===== config.mk =====
export PLATFORM = sky130hd
export DESIGN_NAME = id_restore_table
export DESIGN_NICKNAME = d
export VERILOG_FILES = /design/src/rtl/id_restore_table.sv
export SDC_FILE = /design/constraint.sdc
export NUM_CORES = 1
export LEC_CHECK = 0
export CORE_UTILIZATION = 46
export DETAILED_ROUTE_END_ITERATION = 10
export PLACE_DENSITY = 0.73
export REMOVE_ABC_BUFFERS = 1
export SYNTH_ARGS = -nofsm -noshare
export SYNTH_HDL_FRONTEND = slang
export SYNTH_SLANG_ARGS = --single-unit

===== constraint.sdc =====
create_clock -name clk_i -period 4.1 [get_ports clk_i]
set_input_delay 0.615 -clock clk_i [delete_from_list [all_inputs] [get_ports clk_i]]
set_output_delay 0.615 -clock clk_i [all_outputs]
set_load 0.01 [all_outputs]

===== src/rtl/id_restore_table.sv =====
// ID restore table: maps wide request IDs onto narrow table indices and
// restores them on responses. Optional macro: ID_RESTORE_ERR_CHECK_EN.
module id_restore_table #(
  parameter int InIdWidth    = 8,
  parameter int OutIdWidth   = 2,
  parameter int MaxTxnsPerId = 4
) (
  input  logic                  clk_i,
  input  logic                  rst_i,
  input  logic                  push_valid_i,
  output logic                  push_ready_o,
  input  logic [InIdWidth-1:0]  push_id_i,
  output logic [OutIdWidth-1:0] push_oup_id_o,
  input  logic                  pop_valid_i,
  input  logic                  pop_last_i,
  input  logic [OutIdWidth-1:0] pop_oup_id_i,
  output logic [InIdWidth-1:0]  pop_inp_id_o,
  output logic                  full_o,
  output logic                  empty_o,
  output logic                  err_o
);

  localparam int NumEntries = 2**OutIdWidth;
  localparam int CntW       = $clog2(MaxTxnsPerId+1);
  localparam logic [CntW-1:0] CntMax = CntW'(MaxTxnsPerId);

  logic [InIdWidth-1:0]  r_id  [NumEntries];
  logic [CntW-1:0]       r_cnt [NumEntries];

  logic                  w_hit;
  logic                  w_free;
  logic [OutIdWidth-1:0] w_hit_idx;
  logic [OutIdWidth-1:0] w_free_idx;
  logic [OutIdWidth-1:0] w_sel;
  logic                  w_ready;
  logic                  w_all_live;
  logic                  w_all_free;
  logic                  w_push_fire;
  logic                  w_pop_fire;

  // Scan registered entries: live-ID match and lowest-index free slot
  always_comb begin
    w_hit      = 1'b0;
    w_hit_idx  = '0;
    w_free     = 1'b0;
    w_free_idx = '0;
    w_all_live = 1'b1;
    w_all_free = 1'b1;
    for (int i = NumEntries-1; i >= 0; i--) begin
      if (r_cnt[i] == '0) begin
        w_free     = 1'b1;
        w_free_idx = OutIdWidth'(i);
        w_all_live = 1'b0;
      end else begin
        w_all_free = 1'b0;
        if (r_id[i] == push_id_i) begin
          w_hit     = 1'b1;
          w_hit_idx = OutIdWidth'(i);
        end
      end
    end
  end

  // A matching ID must reuse its entry so per-ID ordering is preserved
  always_comb begin
    w_sel   = w_hit ? w_hit_idx : w_free_idx;
    w_ready = w_hit ? (r_cnt[w_hit_idx] < CntMax) : w_free;
  end

  assign w_push_fire   = push_valid_i & w_ready;
  assign w_pop_fire    = pop_valid_i & pop_last_i &
                         (r_cnt[pop_oup_id_i] != '0);
  assign push_ready_o  = w_ready;
  assign push_oup_id_o = w_ready ? w_sel : '0;
  assign pop_inp_id_o  = r_id[pop_oup_id_i];
  assign full_o        = w_all_live;
  assign empty_o       = w_all_free;

  // Per-entry counters and IDs; push and pop on one entry cancel out
  always_ff @(posedge clk_i or posedge rst_i) begin
    if (rst_i) begin
      for (int i = 0; i < NumEntries; i++) begin
        r_id[i]  <= '0;
        r_cnt[i] <= '0;
      end
    end else begin
      for (int i = 0; i < NumEntries; i++) begin
        if (w_push_fire && (w_sel == OutIdWidth'(i))) begin
          if (!(w_pop_fire && (pop_oup_id_i == OutIdWidth'(i)))) begin
            r_cnt[i] <= r_cnt[i] + 1'b1;
          end
          if (!w_hit) begin
            r_id[i] <= push_id_i;
          end
        end else if (w_pop_fire && (pop_oup_id_i == OutIdWidth'(i))) begin
          r_cnt[i] <= r_cnt[i] - 1'b1;
        end
      end
    end
  end

`ifdef ID_RESTORE_ERR_CHECK_EN
  logic r_err;

  // Sticky flag: a completing response named an entry with nothing in flight
  always_ff @(posedge clk_i or posedge rst_i) begin
    if (rst_i) begin
      r_err <= 1'b0;
    end else if (pop_valid_i && pop_last_i &&
                 (r_cnt[pop_oup_id_i] == '0)) begin
      r_err <= 1'b1;
    end
  end

  assign err_o = r_err;
`else
  assign err_o = 1'b0;
`endif

endmodule

After elaboration in Yosys (flattened, before gate mapping)

Cells that the tools add are included.

RAM bits: 0
Bits of input ports: 15
Memories: 0
Latch bits: 0
Word-level logic and storage cells: 121
Output and inout port bits: 14
Flip-flop bits (word level): 44
Memory bits (read-only): 0

Shift operators: 0
Order comparisons: 3
Div/mod/pow operators: 0
Multipliers: 0
Bitwise logic cells: 6
Mux-type cells: 55
Add/sub/neg operators: 8
Equal/unequal tests: 14
Reduce and logical (&&, ||, !) cells: 27

Operator list:

| kind                                                 | number |
|---|---|
| 2-to-1 mux 3 bit                                     | 16 |
| equality test 8 bit                                  | 4 |
| 2-to-1 mux 2 bit                                     | 14 |
| 2-to-1 mux 1 bit                                     | 20 |
| binary-select mux 8 bit (select 2 bit)               | 1 |
| 2-to-1 mux 8 bit                                     | 2 |
| AND reduction 2 bit                                  | 8 |
| adder 3 x 1 -> 3 bit (second input constant)         | 4 |
| binary-select mux 3 bit (select 2 bit)               | 2 |
| logical NOT 3 bit                                    | 4 |
| subtractor 3 x 1 -> 3 bit (second input constant)    | 4 |
| equality test 2 bit (second input constant)          | 4 |
| logical AND 1 bit                                    | 8 |
| inequality test 2 bit (second input constant)        | 4 |
| nonzero test 2 bit                                   | 4 |
| >= comparator 3 bit (second input constant)          | 2 |
| inverter 2 -> 3 bit                                  | 2 |
| equality test 2 x 1 -> 1 bit (second input constant) | 2 |
| logical NOT 2 bit                                    | 2 |
| AND 1 bit                                            | 3 |
| less-than comparator 3 bit (second input constant)   | 1 |
| nonzero test 3 bit                                   | 1 |
| inverter 1 bit                                       | 1 |

Depth between registers and ports, before layout

Gate-level depths: netlist of run 1.

Depth in word-level cells: 19
Depth in mapped cells: 13

Worst setup path after synthesis of run 1

OpenSTA, ideal clock, no wires.

Kind: input to register
Start point: in push_id_i[0]
End point: reg r_cnt[8] (netlist name)
Setup slack: 0.888 ns
Library setup time: 0.123 ns
Arrival time: 3.089 ns
Stages: 13
Data required time: 3.977 ns
Cells stage by stage: buf_4 -> xor2_1 -> nor4_2 -> nand4_1 -> or3_1 -> o211a_1 -> buf_6 -> nor3b_2 -> inv_1 -> fa_1 -> nor4_1 -> mux2i_1 -> xnor2_1

Longest elaborated chain between the ends: 19
Elaborated cells between the ends (all ways): 34

RTL lines:

| item                                                                         | RTL line | RTL |
|---|---|---|
| start, declared                                                              | 12       | `input logic [InIdWidth-1:0] push_id_i,` |
| equality test 8 bit                                                          | 56       | `if (r_id[i] == push_id_i) begin` |
| 2-to-1 mux 2 bit                                                             | 56       |  |
| 2-to-1 mux 2 bit                                                             | 50       | `if (r_cnt[i] == '0) begin` |
| 2-to-1 mux 2 bit                                                             | 56       |  |
| 2-to-1 mux 2 bit                                                             | 50       |  |
| 2-to-1 mux 2 bit                                                             | 56       |  |
| 2-to-1 mux 2 bit                                                             | 50       |  |
| 2-to-1 mux 2 bit                                                             | 56       |  |
| [2 not listed]                                                               | --       |  |
| binary-select mux 3 bit (select 2 bit)                                       | 67       | `w_ready = w_hit ? (r_cnt[w_hit_idx] < CntMax) : w_free;` |
| 2-to-1 mux 3 bit (implied by the code) (2 in series)                         | 67       |  |
| less-than comparator 3 bit                                                   | 67       |  |
| 2-to-1 mux 1 bit                                                             | 67       |  |
| AND 1 bit                                                                    | 70       | `assign w_push_fire = push_valid_i & w_ready;` |
| logical AND 1 bit *                                                          | 88       | `if (w_push_fire && (w_sel == OutIdWidth'(i))) begin` |
| inequality test 2 bit (no line) / nonzero test 2 bit (equally long branches) | --       |  |
| AND reduction 2 bit (no line)                                                | --       |  |
| end signal, assigned by index                                                | 90       | `r_cnt[i] <= r_cnt[i] + 1'b1;` |
| end signal, assigned by index                                                | 96       | `r_cnt[i] <= r_cnt[i] - 1'b1;` |
| end, declared                                                                | 28       | `logic [CntW-1:0] r_cnt [NumEntries];` |

Mark *: on every way between the ends. The rest lies on a longest branch, timed or not. The select of a mux whose other input is x is not followed.
A chain may end at the register's enable or synchronous reset.

Worst setup path after layout of run 1

Start point: in push_id_i[7]
End point: out push_oup_id_o[1]

Longest elaborated chain between the ends: 16
Elaborated cells between the ends (all ways): 28

RTL lines:

| item                                                 | RTL line | RTL |
|---|---|---|
| equality test 8 bit                                  | 56       |  |
| 2-to-1 mux 2 bit                                     | 56       |  |
| 2-to-1 mux 2 bit                                     | 50       |  |
| 2-to-1 mux 2 bit                                     | 56       |  |
| 2-to-1 mux 2 bit                                     | 50       |  |
| 2-to-1 mux 2 bit                                     | 56       |  |
| 2-to-1 mux 2 bit                                     | 50       |  |
| 2-to-1 mux 2 bit                                     | 56       |  |
| 2-to-1 mux 2 bit                                     | 50       |  |
| inverter 2 -> 3 bit (implied by the code)            | 67       |  |
| binary-select mux 3 bit (select 2 bit)               | 67       |  |
| 2-to-1 mux 3 bit (implied by the code) (2 in series) | 67       |  |
| less-than comparator 3 bit                           | 67       |  |
| 2-to-1 mux 1 bit                                     | 67       |  |
| 2-to-1 mux 2 bit *                                   | 74       | `assign push_oup_id_o = w_ready ? w_sel : '0;` |
| end, declared                                        | 13       | `output logic [OutIdWidth-1:0] push_oup_id_o,` |

Marks and branches as above.

==> impl_metrics.ini, run 1 <==
[status]
status = completed

[critical_path]
cp-startpoint = push_id_i[7]
crit_path_end = push_oup_id_o[1]
crit_required_ns = 3.48
slowest_stage = or4_1
cp-start-kind = input port
ff2ff_path_depth = 11
worst-setup-path-type = input port to output pin
r2r_start = r_cnt[0]
rr_endpoint = r_cnt[8]
cpPeakStageDelay_ns = 0.60
endpoint_kind = output pin
r2r_slack_ns = 0.97
cp.arrival_ns = 3.29
crit_path_cell_trace = clkdlybuf4s50_1 > xnor2_1 > nand2_1 > or4_1 > o2111ai_1 > o211a_2 > nor2_1 > clkdlybuf4s50_1
crit_fanout = 8
worst_path_most_repeated_cell = clkdlybuf4s50_1

[final_layout]
area_growth_pct = 15.4
n_antenna_cell = 0
post-route-util_pct = 54.9
layout-drive-gt1-share_pct = 23.6
final_nets = 278

[synth]
synth_seq_cells = 44
yosysSeqAreaShare_pct = 39.1
synthSimpleGateAreaFrac_pct = 16.3
synth_xor_area_share_pct = 13.7
synth_fa_ha_area_share_pct = 2.84
synth.area.top_cells = dfrtp_1, mux2_2, xor2_1
synth_area_sq_um = 2820
yosys_warnings = 0
synth_top_family_by_area = multiplexers
ys_types = 41
synth_area_per_cell_sq_um = 12.1
synth_compound_area_share_pct = 2.27
yosysTopAreaCell = dfrtp_1
muxShareOfSynthArea_pct = 22.2
synthCells = 232
synth_top_area_share_pct = 39.1

[global_route]
antenna_found_initial = 0
track_usage_pct = 19.9
overflow = 0
grt_pass1_vias = 1905
grt_pass1_wl_um = 9410
grt_max_degree = 45

[die]
ios = 29
die_h_um = 80.2
die_area_sq_um = 6440
chipWidth_um = 80.2
coreArea_sq_um = 5920
fp-row-count = 28
initial_core_util_pct = 47.5

[sta]
setup_viol = 0
slew_viol_final = 0
final.min_clock_period_ns = 3.91
tightest_slew_ns = 0.733
hold_viol = 0
setup_tns_ns = 0
timing.final.crit_share_pct = 95.3
rsz0062_at_grt = no
relSlewSlack_pct = 50.6
skew_ns = 0.00510
max_freq_mhz = 256

[clock_network]
htreeDepth = 2
cts_sinks = 44
numCtsBuffers = 5
cts_tree = yes
root_buffer = clkbuf_8
cts_setup_buffers = 0
clkLatencyLatePin_ns = 0.29
clk_path_buf_depth = 2
clkSlewWorstSetupHoldPaths_ns = 0.08

[placement]
place_hpwl_um = 4190
numPortBuffers = 27
place.gp.congestion = 0.868

[min_path]
min_from = r_cnt[11]
min_path_type = flip-flop to flip-flop

[power_and_ir_drop]
vdd_ir_drop_max_uv = 357
p_leak_uw = 0.00123
p_per_area_nw_per_um2 = 751

[routing]
drt_iter0_drc = 112
vias = 1832
drt_wl_total_um = 5750
first_pass_iters = 4
wl_per_cell_um = 17.3
drc_errors = 0
ant_nets = 0
via_per_inst = 5.50

[run]
cap_violations = 0
-- through the flow --
step / area [sq um] / instances / worst slack [ns] / hold slack [ns] / power, uW
2_1_floorplan: 2740 / 220 / 0.949 / 0.460 / 1720
5_1_grt: 3250 / 333 / 0.0235 / 0.545 / 2610
3_3_place_gp: 3140 / 327 / 0.136 / 0.505 / 2090
3_5_place_dp: 3140 / 327 / 0.0781 / 0.499 / 2130
6_report: 3250 / 333 / 0.195 / 0.510 / 2440
4_1_cts: 3240 / 333 / 0.101 / 0.514 / 2460
-- worst max-delay path, delay by kind of cell --
kind / cells / cell delay, ns
AO/OA/AOI/OAI: 2 / 0.52
XOR/XNOR: 1 / 0.30
buffers and inverters: 2 / 1.06
AND/OR/NAND/NOR: 3 / 0.79
-- per-layer routing --
metal / track usage, % / share of wire [%]
met5: 0 / 0
met4: 5.36 / 0.26
met1: 26.6 / 45
met3: 4.09 / 5.6
met2: 32.6 / 49
-- logic make-up (layout without fill, tap and decap cells) --
| logic type | count (synthesis) | count (layout) |
|---|---|---|
| AO/OA/AOI/OAI | 10 | 10 |
| XOR/XNOR | 44 | 44 |
| adder cells (fa/ha/maj) | 4 | 4 |
| buffers and inverters | 18 | 44 |
| flip-flops | 44 | 44 |
| multiplexers | 48 | 48 |
| other | 1 | 1 |
| AND/OR/NAND/NOR | 63 | 63 |
-- worst min path at each step --
stage                            to  slack (ns)  cells after the start
final                     r_cnt[11]        0.51                      1
after detailed placement  r_cnt[11]        0.50                      1
after CTS                 r_cnt[11]        0.51                      1
after global placement    r_cnt[11]        0.51                      1
after floorplan           r_cnt[11]        0.46                      1
after global routing      r_cnt[11]        0.55                      1
-- area by class of cell --
| type | instances | area (sq um) |
|---|---|---|
| tap | 75 | 93.8 |
| sequential | 44 | 1100 |
| inverter | 6 | 22.5 |
| clock buffer | 5 | 68.8 |
| multi-input combinational | 170 | 1630 |
| timing repair buffer | 32 | 308 |
| clock inverter | 1 | 30.0 |
| fill | 533 | 2670 |
-- power by group --
group / internal (uW) / switching, uW / total, uW
logic: 669 / 575 / 1240
clock network: 175 / 145 / 320
registers: 660 / 215 / 875
-- flip-flops by register name, indices dropped and copies added (netlist names) --
register  count
r_cnt        12
r_id         32
-- timing repair --
| action | in CTS | in global routing |
|---|---|---|
| hold buffers | 0 | 0 |
| gates resized for setup | 0 | 2 |
| endpoints found under the setup margin | 0 | 3 |
-- layout by cell type (no fill, tap or decap), types with 4 or more instances in the layout --
master           instances
mux2i_1                  4
nor2_1                   4
nor2b_1                  6
inv_1                    5
or3_1                    5
fa_1                     4
dfrtp_1                 44
xor2_1                  23
nand2_1                  6
mux2_1                   9
nor3_1                   6
nand3_1                  9
clkdlybuf4s50_1         27
clkbuf_8                 5
mux4_2                   8
nor4_2                   4
buf_4                    5
xnor2_1                 21
mux2_2                  27
-- synth_stat cells, drive strengths merged --
master    n
buf      10
nor3      8
nand3     9
o21ai     3
or4       1
nor2b     6
nand4     1
nor4     10
or2       1
a21oi     3
and2      3
xnor2    21
a31oi     1
fa        4
xor2     23
o211a     1
inv       6
a32oi     1
nand2     7
clkbuf    2
nor3b     3
and3      2
conb      1
mux2     36
nor2      6
o2111ai   1
mux4      8
or3       5
mux2i     4
dfrtp    44
nand3b    1
(Power assumes the default switching activity.)
==> run 2, diff against run 1 <==
--- a/config.mk
+++ b/config.mk
@@ -7,8 +7,10 @@
 export LEC_CHECK = 0
 export CORE_UTILIZATION = 46
 export DETAILED_ROUTE_END_ITERATION = 10
+export MAX_ROUTING_LAYER = met4
 export PLACE_DENSITY = 0.73
 export REMOVE_ABC_BUFFERS = 1
+export SLEW_MARGIN = 20
 export SYNTH_ARGS = -nofsm -noshare
 export SYNTH_HDL_FRONTEND = slang
 export SYNTH_SLANG_ARGS = --single-unit
==> run 2 against run 1 <==
Net effect: non-clock buffer count did not move; die area did not move; wire length barely moved; critical endpoint unchanged.
==> impl_metrics.ini, run 2 (same netlist as run 1, synthesis figures left out) <==
[final_layout]
top_register = r_id
area_growth_pct = 15.4
stdcell_count = 333
largest_reg_flops = 32
layout-drive-gt1-share_pct = 23.6
final_nets = 278
biggestRegsByFlops = r_id: 32 flops, r_cnt: 12 flops
final_cell_mix = dfrtp_1, mux2_2, clkdlybuf4s50_1
n_antenna_cell = 0
layout_commonest_cell = dfrtp_1

[placement]
numPortBuffers = 27
place.gp.congestion = 0.882
dp.cells = 327
place_hpwl_um = 4190

[power_and_ir_drop]
total_power_uw = 2440
p_per_area_nw_per_um2 = 750
p_leak_uw = 0.00123
vdd_ir_drop_max_uv = 357

[global_route]
grt_max_degree = 45
grt_busiest_layer = met2
use_met2_pct = 32.6
grt_util_met3_pct = 3.86
overflow = 0
grt_pass1_vias = 1909
track_usage_pct = 20.4
antenna_found_initial = 0
grt_pass1_wl_um = 9400
met1_usage_pct = 26.8

[critical_path]
worst_path_most_repeated_cell = clkdlybuf4s50_1
r2r_start = r_cnt[0]
crit_required_ns = 3.48
path_buf_inv = 2
slowest_stage = or4_1
r2r_slack_ns = 0.98
cpLargestDelayFamily = buffers and inverters
cpPeakStageDelay_ns = 0.60
crit_fanout = 8
worst-setup-path-type = input port to output pin
endpoint_kind = output pin
crit_path_cell_trace = clkdlybuf4s50_1 > xnor2_1 > nand2_1 > or4_1 > o2111ai_1 > o211a_2 > nor2_1 > clkdlybuf4s50_1
ff2ff_path_depth = 11
cp.arrival_ns = 3.29
rr_endpoint = r_cnt[8]
cp-start-kind = input port

[die]
coreArea_sq_um = 5920
chipWidth_um = 80.2
initial_core_util_pct = 47.5
die_area_sq_um = 6440
fp-row-count = 28
ios = 29
die_h_um = 80.2

[min_path]
hold-path-endpoint = r_cnt[11]
min_from = r_cnt[11]
min_path_type = flip-flop to flip-flop
whs_path_depth = 1

[sta]
hold_viol = 0
final.min_clock_period_ns = 3.90
tightest_slew_ns = 0.734
rsz0062_at_grt = no
setup_viol = 0
timing.final.crit_share_pct = 95.2
slew_viol_final = 0
relSlewSlack_pct = 50.6
setup_tns_ns = 0
skew_ns = 0.00542
max_freq_mhz = 256

[routing]
drt_wl_total_um = 5740
wl_per_cell_um = 17.2
vias = 1840
via_per_inst = 5.53
drc_errors = 0
first_pass_iters = 4
drt_iter0_drc = 100
ant_nets = 0

[clock_network]
ctsHoldBuffers = 0
cts_tree = yes
clkSlewWorstSetupHoldPaths_ns = 0.08
root_buffer = clkbuf_8
clk_path_buf_depth = 2
cts_sinks = 44
htreeDepth = 2
numCtsBuffers = 5
clkLatencyLatePin_ns = 0.29

[status]
status = completed

[run]
cap_violations = 0
run 2: routing by layer:
metal / part of all wire (%) / up-vias
li1: - / 868
met1: 45 / 925
met2: 49 / 45
met3: 5.3 / 2
met4: 0.26 / 0
met5: 0 / -
run 2: timing repair:
action / CTS / global route
setup buffers: 0 / 0
resized for setup: 0 / 2
setup endpoints to repair: 0 / 3
run 2: worst max path at each step:
stage	start	endpoint	slack, ns	depth (start not counted)
2_1_floorplan	push_id_i[4]	r_cnt[8]	0.95	11
3_3_place_gp	push_id_i[6]	r_cnt[8]	0.14	12
3_5_place_dp	push_id_i[6]	r_cnt[8]	0.08	12
4_1_cts	push_id_i[7]	push_oup_id_o[0]	0.10	8
5_1_grt	push_id_i[7]	push_oup_id_o[1]	0.02	8
6_report	push_id_i[7]	push_oup_id_o[1]	0.20	8
run 2: cell type report:
| type | count | area, sq um |
|---|---|---|
| fillers | 533 | 2670 |
| multi-input cells | 170 | 1630 |
| flip-flops and latches | 44 | 1100 |
| repair buffers | 32 | 308 |
| well taps | 75 | 93.8 |
| clock buffers | 5 | 68.8 |
| clock inverters | 1 | 30.0 |
| inverters | 6 | 22.5 |
run 2: stage by stage:
step,utilization [%],setup WS (ns),cell area [sq um],hold WS [ns]
2_1_floorplan,-,0.949,2740,0.460
6_report,54.9,0.198,3250,0.515
3_3_place_gp,53.1,0.136,3140,0.505
5_1_grt,54.9,0.0235,3250,0.545
4_1_cts,54.7,0.101,3240,0.514
3_5_place_dp,53.1,0.0781,3140,0.499
run 2: power breakdown:
group          switching, uW  internal (uW)  leakage [uW]  total [uW]
registers                215            660      0.000528         875
clock network            145            175     0.0000501         320
logic                    574            669      0.000656        1240
==> run 3, diff against run 2 <==
--- a/config.mk
+++ b/config.mk
@@ -9,7 +9,7 @@
 export DETAILED_ROUTE_END_ITERATION = 10
 export MAX_ROUTING_LAYER = met4
 export PLACE_DENSITY = 0.73
-export REMOVE_ABC_BUFFERS = 1
+export SETUP_SLACK_MARGIN = 0.02
 export SLEW_MARGIN = 20
 export SYNTH_ARGS = -nofsm -noshare
 export SYNTH_HDL_FRONTEND = slang
==> run 3 against run 2 <==
Net effect: power up 2.0%; combinational power about the same; design area rose by 1.1%; sequential share of layout area down 0.37 points; sequential power grew 0.7%; via count is 1.0% higher; wire length barely moved; hold slack better by 0.015 ns.
==> impl_metrics.ini, run 3 (same netlist as run 1, synthesis figures left out) <==
[clock_network]
clkSlewWorstSetupHoldPaths_ns = 0.09
cts_sinks = 44
cts_setup_buffers = 0
ctsHoldBuffers = 0
root_buffer = clkbuf_8
clk_path_buf_depth = 2
numCtsBuffers = 5
htreeDepth = 2
cts_tree = yes
clkLatencyLatePin_ns = 0.30
cts_resized = 0

[critical_path]
crit_fanout = 10
r2r_start = r_id[29]
rr_endpoint = r_cnt[8]
r2r_slack_ns = 1.08
crit_required_ns = 3.48
cp.arrival_ns = 3.29
ff2ff_path_depth = 12
worst-setup-path-type = input port to output pin
endpoint_kind = output pin
cp-start-kind = input port

[routing]
drc_errors = 0
first_pass_iters = 4
drt_iter0_drc = 109
via_per_inst = 5.50
ant_nets = 0
wl_per_cell_um = 17.0
drt_wl_total_um = 5740
vias = 1859

[final_layout]
area_growth_pct = 16.7
largest_reg_flops = 32
biggestRegsByFlops = r_id: 32 flops, r_cnt: 12 flops
final_cell_mix = dfrtp_1, mux2_2, clkdlybuf4s50_1
layout_commonest_cell = dfrtp_1
n_antenna_cell = 0
final_nets = 281
final_area_sq_um = 3290
layout-drive-gt1-share_pct = 25.1
stdcell_count = 338
top_register = r_id

[global_route]
antenna_found_initial = 0
overflow = 0
grt_max_degree = 31
grt_pass1_vias = 1866
track_usage_pct = 20.8
grt_pass1_wl_um = 9490

[sta]
fin_ws_ns = 0.198
max_freq_mhz = 256
rsz0062_at_grt = no
timing.final.crit_share_pct = 95.2
final.min_clock_period_ns = 3.90
skew_ns = 0.00367
hold_viol = 0
relSlewSlack_pct = 49.0
slew_viol_final = 0
tightest_slew_ns = 0.762
setup_tns_ns = 0
setup_viol = 0

[run]
cap_violations = 0

[synth]
syn-num-nets = 251

[placement]
numPortBuffers = 27
pre_cts_ws_ns = 0.127
place.gp.congestion = 0.870
place_hpwl_um = 4290
postPlaceCellArea_sq_um = 3160
dp.cells = 330

[power_and_ir_drop]
p_leak_uw = 0.00126
vdd_ir_drop_max_uv = 336
p_per_area_nw_per_um2 = 756

[status]
status = completed

[die]
fp-row-count = 28
ios = 29
die_h_um = 80.2
initial_core_util_pct = 47.5
die_area_sq_um = 6440
chipWidth_um = 80.2
coreArea_sq_um = 5920

[min_path]
whs_path_depth = 1
min_from = r_cnt[9]
min_path_type = flip-flop to flip-flop
hold-path-endpoint = r_cnt[9]
==> run 3: how the worst max path moves through the flow <==
stage	startpoint	endpoint	slack (ns)	cells after the start
final	push_id_i[3]	push_oup_id_o[1]	0.20	8
after global routing	push_id_i[5]	push_ready_o	0.02	9
after CTS	push_id_i[3]	push_oup_id_o[1]	0.1	8
after detailed placement	push_id_i[3]	push_oup_id_o[1]	0.13	8
after global placement	push_id_i[7]	push_oup_id_o[1]	0.12	8
after floorplan	push_id_i[0]	r_cnt[8]	0.89	13
==> run 3: area by class of cell <==
cell class,count,area (sq um)
clock buffer,6,82.6
clock inverter,2,38.8
fill,537,2640
inverter,6,22.5
multi-input combinational,170,1620
sequential,44,1100
tap,75,93.8
timing repair buffer,35,330
==> run 3: per-stage QoR <==
stage	utilization, %	total power [uW]	hold slack, ns
2_1_floorplan	-	1740	0.460
3_3_place_gp	53.4	2110	0.501
3_5_place_dp	53.4	2150	0.509
4_1_cts	55.5	2520	0.524
5_1_grt	55.5	2670	0.533
6_report	55.5	2490	0.530
==> run 3: worst max-delay path, stage by stage <==
cell,delay (ns)
clkdlybuf4s50_1,0.57
xor2_1,0.24
nor4_2,0.43
nand3_1,0.21
a31oi_1,0.20
o211a_2,0.42
nor2_1,0.10
clkdlybuf4s50_1,0.49
==> run 3: layer usage <==
metal	wire, um	up-vias	share of wire (%)	global-route usage, %
li1	-	879	-	-
met1	2640	941	46	27.1
met3	168	5	2.9	2.84
met2	2880	34	50	33.8
met4	51	0	0.89	6.79
met5	0	-	0	-
==> run 3: power by group <==
part / internal [uW] / switching [uW] / total, uW / leakage (uW)
combinational: 684 / 561 / 1250 / 0.000668
sequential: 660 / 222 / 881 / 0.000528
clock: 199 / 159 / 359 / 0.0000614
==> edit: new RTL, config.mk and constraints of run 1 <==
The option `ID_RESTORE_ERR_CHECK_EN` is turned on by a define.
--- a/src/rtl/id_restore_table.sv
+++ b/src/rtl/id_restore_table.sv
@@ -1,5 +1,7 @@
 // ID restore table: maps wide request IDs onto narrow table indices and
 // restores them on responses. Optional macro: ID_RESTORE_ERR_CHECK_EN.
+`define ID_RESTORE_ERR_CHECK_EN
+
 module id_restore_table #(
   parameter int InIdWidth    = 8,
   parameter int OutIdWidth   = 2,
Behaviour: not the same (a bounded check fails within 4 cycles, from zero or initial values and one cycle with rst_i high).
==> edit against run 1 <==
- area after synthesis rose by 9.2%
- routed wire length rose by 8.6%
- worst setup slack got worse by 0.068 ns
- cell area rose by 9.5%
- clock power rose by 8.7%
- non-clock buffer count rose by 11
- first-iteration DRC count rose by 3.6%
- largest power group unchanged
- count of clock-buffer cells in the layout rose by 2
- critical path type unchanged
- die area rose by 8.9%
- sequential cell count rose by 1
- total power rose by 9.4%
- global-route usage barely moved
==> edit: results (changes against run 1) <==
* Outcome: finished clean
* Number of fill cells in the layout at 552 (+3.6%)
* Proportion of layout cells with a drive suffix above 1 at 0.277 (+0.0408)
* Share of the synthesized netlist area taken by xor and xnor gates at 0.135 (-0.00171)
* Number of non-clock buffers in the layout at 43 (+34%)
* Share of power burned in combinational logic at 0.524 (+0.014)
* Worst setup path startpoint: push_id_i[6]
* Max IR drop VDD at 0.377 mV (+5.5%)
* Synthesized-area fraction occupied by adder cells at 0.0261 (-0.00239)
* Crit path max fanout at 5 (-3)
* Count of routing violations after the opening detailed-route iteration at 116 (+3.6%)
* Sequential cell area at 0.00113 mm² (+2.3%)
* All-Layer GR Usage at 0.199 (about the same)
* Max incr delay on CP at 0.63 ns (+0.03 ns)
* Area fraction in compound gates after synthesis at 0.0627 (+0.0400)
* Static leakage power at 0.00146 µW (+18%)
* Worst reg2reg startpoint: r_cnt[9]$_DFFE_PP0P_
* Wire length of the first global-routing pass at 10.8 mm (+14%)
* Multi-input combinational cell count at 185 (+8.8%)
* Commonest cells in the netlist: dfrtp_1, xor2_1, xnor2_1, mux2_4, nor2_1
* Start point of the worst min-delay path: err_o$_DFFE_PP0P_
* Portion of netlist area occupied by mux cells at 0.226 (+0.00335)
* Final worst clock skew at 0.00488 ns (-0.000221 ns)
* Clock tree buffer count of the final layout at 7 (+2)
* Half-perimeter wire length of the detailed placement result at 4.80 mm (+14%)
* Arrival time of data at the critical path endpoint at 3.36 ns (+0.07 ns)
* Worst R2R Setup Slack at 0.99 ns (+0.02 ns)
* Sequential element share of the synthesized area at 0.366 (-0.0247)
* Cell internal power dissipation at 1680 µW (+12%)
* Largest net degree at the start of global routing at 46 (+2.2%)
* Number of distinct standard cells referenced by the synthesized netlist at 46 (+12%)
* RePlAce Congestion at 0.911 (+4.9%)
* ClkCell Share at 0.0327 (+0.00227)
* Most area-consuming cells after synthesis: dfrtp_1, mux2_4, xor2_1
## edit: changes by cell type in the layout (fill, tap and decap cells not counted), sizes merged, moves of 6 or more
cell   delta
nand4     +6
nor2     +13
buf      +10
nor4      -6
nand3     -6
## edit: metrics by stage
| step | std cells | setup WS [ns] | instance area, µm² | utilization | hold slack, ns |
|---|---|---|---|---|---|
| 4_1_cts | 362 | 0.0231 | 3540 | 0.554 | 0.490 |
| 2_1_floorplan | 234 | 1.04 | 2940 | - | 0.473 |
| 3_5_place_dp | 354 | 0.0210 | 3420 | 0.536 | 0.467 |
| 3_3_place_gp | 354 | 0.0728 | 3420 | 0.536 | 0.465 |
| 5_1_grt | 362 | 0.00516 | 3560 | 0.557 | 0.546 |
| 6_report | 362 | 0.127 | 3560 | 0.557 | 0.491 |
## edit: metal layers
metal  GRT usage  wire (µm)
met3      0.0346        246
met5           0          0
met4      0.0601         78
met1       0.281       2940
met2       0.313       2980
